$ cat config.mk
export PLATFORM = sky130hd
export DESIGN_NAME = exc_ctrl
export DESIGN_NICKNAME = d
export VERILOG_FILES = /design/src/rtl/exc_ctrl.sv
export SDC_FILE = /design/constraint.sdc
export NUM_CORES = 1
export LEC_CHECK = 0
export CAP_MARGIN = 30
export CORE_MARGIN = 2
export CORE_UTILIZATION = 41
export DETAILED_ROUTE_END_ITERATION = 8
export MAX_ROUTING_LAYER = met4
export PLACE_DENSITY = 0.78
export SYNTH_ARGS = -nofsm -noshare
export SYNTH_HDL_FRONTEND = slang
export SYNTH_SLANG_ARGS = --single-unit
$ cat constraint.sdc
create_clock -name clk -period 3.04 [get_ports clk]
set_clock_uncertainty 0.1 [all_clocks]
set_input_delay 0.76 -clock clk [delete_from_list [all_inputs] [get_ports clk]]
set_output_delay 0.76 -clock clk [all_outputs]
set_load 0.03 [all_outputs]
$ cat src/rtl/exc_ctrl.sv
// exc_ctrl: exception/interrupt sequencing between the WB stage and the CSR file.
// Each RUN cycle it arbitrates the WB instruction's exception flags against pending
// interrupts and ERTN, issues a single-cycle commit pulse to the CSR file, flushes
// the pipeline, and holds the IF redirect until IF accepts it. It also owns the
// constant timer (TCFG/TVAL) and the timer-interrupt pending bit ESTAT.IS[11].
//
// Ports:
//   clk, resetn                 clock, synchronous active-low reset
//   wb_valid/wb_pc/wb_exc/wb_ertn  WB instruction info; wb_exc = {ALE,BRK,SYS,INE,ADEF}
//   hw_int, sw_int              interrupt sources (ESTAT.IS[9:2], IS[1:0])
//   crmd_ie, ecfg_lie           global and per-line interrupt enables
//   tcfg_we/tcfg_wdata          TCFG write {InitVal, Periodic, En}
//   ticlr_we                    TICLR write with bit0 = 1
//   tval, ti_pend               timer value and timer-interrupt pending
//   exc_signal/ertn_signal      one-cycle commit pulses
//   exc_ecode/exc_esubcode/exc_pc  exception info, held outside the pulse cycle
//   flush                       kill all pipeline stages
//   redirect_valid/redirect_ready  IF redirect handshake
module exc_ctrl #(
  parameter int unsigned TIMER_W = 32,
  parameter int unsigned HWI_W   = 8
) (
  input  logic               clk,
  input  logic               resetn,
  input  logic               wb_valid,
  input  logic [31:0]        wb_pc,
  input  logic [4:0]         wb_exc,
  input  logic               wb_ertn,
  input  logic [HWI_W-1:0]   hw_int,
  input  logic [1:0]         sw_int,
  input  logic               crmd_ie,
  input  logic [12:0]        ecfg_lie,
  input  logic               tcfg_we,
  input  logic [31:0]        tcfg_wdata,
  input  logic               ticlr_we,
  output logic [TIMER_W-1:0] tval,
  output logic               ti_pend,
  output logic               exc_signal,
  output logic               ertn_signal,
  output logic [5:0]         exc_ecode,
  output logic [8:0]         exc_esubcode,
  output logic [31:0]        exc_pc,
  output logic               flush,
  output logic               redirect_valid,
  input  logic               redirect_ready
);

  localparam logic [5:0]  ECODE_INT  = 6'h00;
  localparam logic [5:0]  ECODE_ADEF = 6'h08;
  localparam logic [5:0]  ECODE_ALE  = 6'h09;
  localparam logic [5:0]  ECODE_SYS  = 6'h0B;
  localparam logic [5:0]  ECODE_BRK  = 6'h0C;
  localparam logic [5:0]  ECODE_INE  = 6'h0D;
  // Only IS bits 11 and 9:0 exist as interrupt sources.
  localparam logic [12:0] IS_MASK    = 13'h0BFF;

  typedef enum logic [1:0] {
    S_RUN   = 2'd0,
    S_FLUSH = 2'd1,
    S_WAIT  = 2'd2
  } state_t;

  state_t       state, state_nxt;
  logic [12:0]  is_vec;
  logic         int_pend;
  logic [5:0]   sel_ecode;
  logic [5:0]   ecode_q;
  logic [31:0]  pc_q;
  logic [31:0]  tcfg_q;
  logic         tmr_en;
  logic         tmr_periodic;
  logic         tmr_expire;

  // Assemble ESTAT.IS from the live sources and reduce against the enables.
  always_comb begin
    is_vec              = '0;
    is_vec[1:0]         = sw_int;
    is_vec[2 +: HWI_W]  = hw_int;
    is_vec[11]          = ti_pend;
    int_pend            = (|(is_vec & ecfg_lie & IS_MASK)) & crmd_ie;
  end

  // Fixed-priority exception code select; INT outranks every synchronous exception.
  always_comb begin
    sel_ecode = ECODE_ALE;
    if (int_pend)       sel_ecode = ECODE_INT;
    else if (wb_exc[0]) sel_ecode = ECODE_ADEF;
    else if (wb_exc[1]) sel_ecode = ECODE_INE;
    else if (wb_exc[2]) sel_ecode = ECODE_SYS;
    else if (wb_exc[3]) sel_ecode = ECODE_BRK;
  end

  // State register.
  always_ff @(posedge clk) begin
    if (!resetn) state <= S_RUN;
    else         state <= state_nxt;
  end

  // Next state and control outputs; reset forces every output low.
  always_comb begin
    state_nxt      = state;
    exc_signal     = 1'b0;
    ertn_signal    = 1'b0;
    flush          = 1'b0;
    redirect_valid = 1'b0;
    case (state)
      S_RUN: begin
        if (wb_valid && (int_pend || (|wb_exc))) begin
          exc_signal = 1'b1;
          flush      = 1'b1;
          state_nxt  = S_FLUSH;
        end else if (wb_valid && wb_ertn) begin
          ertn_signal = 1'b1;
          flush       = 1'b1;
          state_nxt   = S_FLUSH;
        end
      end
      S_FLUSH: begin
        flush          = 1'b1;
        redirect_valid = 1'b1;
        state_nxt      = redirect_ready ? S_RUN : S_WAIT;
      end
      S_WAIT: begin
        flush          = 1'b1;
        redirect_valid = 1'b1;
        if (redirect_ready) state_nxt = S_RUN;
      end
      default: state_nxt = S_RUN;
    endcase
    if (!resetn) begin
      exc_signal     = 1'b0;
      ertn_signal    = 1'b0;
      flush          = 1'b0;
      redirect_valid = 1'b0;
    end
  end

  // Hold the last committed exception info between pulses.
  always_ff @(posedge clk) begin
    if (!resetn) begin
      ecode_q <= '0;
      pc_q    <= '0;
    end else if (exc_signal) begin
      ecode_q <= sel_ecode;
      pc_q    <= wb_pc;
    end
  end

  assign exc_ecode    = exc_signal ? sel_ecode : ecode_q;
  assign exc_pc       = exc_signal ? wb_pc : pc_q;
  assign exc_esubcode = 9'd0;

  assign tmr_en       = tcfg_q[0];
  assign tmr_periodic = tcfg_q[1];
  // The 1 -> 0 step; a same-cycle TCFG write pre-empts it.
  assign tmr_expire   = !tcfg_we && tmr_en && (tval == TIMER_W'(1));

  // Constant timer and its pending bit.
  always_ff @(posedge clk) begin
    if (!resetn) begin
      tcfg_q  <= '0;
      tval    <= '1;
      ti_pend <= 1'b0;
    end else begin
      if (tcfg_we) begin
        tcfg_q <= tcfg_wdata;
        tval   <= {tcfg_wdata[TIMER_W-1:2], 2'b00};
      end else if (tmr_en && (tval != '0)) begin
        tval <= tval - TIMER_W'(1);
      end else if (tmr_en && tmr_periodic) begin
        // Periodic reload happens one cycle after reaching zero.
        tval <= {tcfg_q[TIMER_W-1:2], 2'b00};
      end
      if (ticlr_we)        ti_pend <= 1'b0;
      else if (tmr_expire) ti_pend <= 1'b1;
    end
  end

endmodule

==> run metrics <==
outcome=finished, violations left; failing checks=negative setup slack; setup total negative slack=-12,350 ps; Switch Pwr=1.099 mW; register area share after synthesis=39.55%; crit path max fanout=7; R2R depth=6; clock share of power=33.3%; Tightest Pin Transition=652.6 ps; Clk pin slew, worst setup/hold paths=60 ps; Hold-fix buffers, CTS=0; Mapped Area=0.005315 sq mm; Slew Limit Headroom=56.49%; cells after synthesis=612; Reg2Reg Setup Slack=280 ps; CTS Buffer Depth=2; first-pass GRT wire length=27,990 um; nets@finish=911; DR WL/cell=17.71 um; IR drop worst, VDD=300.0 uV; CTS buffer count=9; Worst-Skew Late Latency=350 ps; DRC errors left=0; Syn Area/Cell=8.685 sq um; r2r endpoint=tval[28]$_SDFFE_PN1P_; Flop pwr share=40.9%; Initial Util=42.12%; hold crit path type=reg -> reg; GRT Overall Usage=25.39%; Die X=117.9 um; final critical-path required period=3428 ps; Core Area=0.01262 sq mm; Final Util=64.23%; TritonCTS clock tree=built; crit path DAT=2570 ps; setup ws final=-387.5 ps; design area=0.008105 sq mm; htree depth=3; most frequent cells in the layout=dfxtp_1, clkdlybuf4s50_1, nand2_1; RSZ-0062 raised after global routing=yes; Hold Vio Cnt, Final=0; synth unique cells=63; CP startpoint kind=primary input; total die area=0.01389 sq mm; hpwl dp=11,620 um; Max Slew Vio Count=0; Post-synth EDFFs=0; sinks on the clock net=105; Primary FF master, synth=dfxtp_1; Die Ht=117.9 um; via count=5,487; count of input and output buffers=172; Top Ports=184; Placement Cell Area=0.007432 sq mm; Int Power=2.707 mW; async set-reset flop share out of synthesis=0%; Tcrit/Tclk final=112.7%; Hold Path End=tcfg_q[10]$_SDFFE_PN0P_; routed vias/inst=5.588; logic gate share of total power=25.8%; worst hold start=tcfg_q[10]$_SDFFE_PN0P_; Worst EP required=2180 ps; commonest non-fill, non-tap cell in the layout=dfxtp_1; fillers=1,010; Fmax=291.8 MHz; layout cells sized above 1=22.74%; Synth Register Bits=105; Pwr Density=469.6 mW/mm^2; worst hold path depth=2; Syn-to-layout area delta=52.50%; RePlAce Congestion=0.8762; maxcap violations=0; largest net degree at the start of global routing=69; reg-to-reg critical path startpoint=tval[4]$_SDFFE_PN1P_; vias in the first global route=5,423; DR iter-0 viols=246; drt first pass iters=5; Site Rows=41; Synth warnings=0; Sw Share=28.87%; DRT antenna net count=0; root buffer cell=clkbuf_16; Post-Route WL=17,390 um; Setup WS pre-CTS=-978.2 ps; Pleak=3.266 nW; CP endpoint kind=primary output; Setup CP Type=in -> out; Final setup viols=40; initial antenna violation count=1; GR Overflow Total=0
## worst max-delay path, stage by stage
cell and delay [ps]:
dlygate4sd2_1 240, nor4_1 340, nand2b_1 180, o21ai_4 220, inv_4 80, buf_12 140
buf_16 140, mux2_4 310, buf_6 140
## state kept, by name, indices dropped and copies added (netlist names)
register	flops
state	2
ecode_q	6
tval	32
ti_pend	1
tcfg_q	32
pc_q	32
## power by group through the flow
stage	combinational, mW	sequential [mW]	clock [mW]
3_5_place_dp	0.896	1.58	0
2_1_floorplan	0.449	1.64	0
4_1_cts	0.974	1.55	1.29
6_report	0.981	1.56	1.27
5_1_grt	1.04	1.57	1.34
3_3_place_gp	0.875	1.58	0
## cells in the mapped netlist, drive strengths merged (14+ instances only)
cell type,instances,area [sq um]
a21oi,32,160.2
inv,14,52.55
dfxtp,105,2102
a211oi,18,140.1
mux2i,20,200.2
mux2,32,360.4
and2,39,244.0
nor2,49,183.9
nor3,28,140.1
o21ai,24,120.1
nand2,52,195.2
buf,25,136.4
clkbuf,28,105.1
## worst max-delay path by stage
stage                      startpoint           end  slack [ps]  cells after the start
after floorplan             sw_int[1]  exc_ecode[1]         -50                      6
after global placement      hw_int[2]     exc_pc[5]        -890                      9
after detailed placement    sw_int[1]    exc_pc[10]        -980                      9
after CTS                 ecfg_lie[1]  exc_ecode[1]        -410                      9
after global routing      ecfg_lie[1]    exc_pc[24]        -470                     11
final                       wb_exc[3]    exc_pc[18]        -390                      9
## cells by family after synthesis
family | synth area share [%]
compound gates | 17.87
xor+xnor | 1.813
fa+ha+maj | 1.648
buf+inv | 5.602
flops | 39.55
mux | 10.55
other cells | 0.07055
simple gates | 22.90
## area by class of cell
| type | instances | area [sq um] | share of cell area [%] |
|---|---|---|---|
| clock buffer | 15 | 297.8 | 3.674 |
| multi-input combinational | 447 | 3144 | 38.79 |
| clock inverter | 1 | 30.03 | 0.3705 |
| tap | 172 | 215.2 | 2.655 |
| inverter | 15 | 58.81 | 0.7255 |
| sequential | 105 | 2102 | 25.93 |
| antenna | 1 | 2.502 | 0.03087 |
| timing repair buffer | 226 | 2255 | 27.82 |
## metrics by stage
stage / total power [mW] / instances / hold WS [ps]
global placement: 2.454 / 946 / 350.0
detailed placement: 2.478 / 946 / 356.1
floorplan: 2.085 / 620 / 339.9
global route: 3.947 / 982 / 393.5
CTS: 3.814 / 980 / 369.5
finish: 3.806 / 982 / 367.9
## what timing repair did
| item | CTS | global route |
|---|---|---|
| gates resized for setup | 244 | 7 |
| hold endpoints to repair | 0 | 0 |
| pin swaps | 20 | 8 |
| cloned | 3 | 0 |
| buffers inserted | 16 | 4 |
| endpoints found under the setup margin | 41 | 41 |
## routing by layer
layer / global-route usage, % / routed length, um / vias to the layer above
li1: - / - / 2594
met1: 30.18 / 7211 / 2609
met2: 43.60 / 8614 / 259
met3: 4.264 / 1256 / 25
met4: 8.509 / 310 / 0
met5: - / 0 / -
Power figures use the tool's default switching activity.
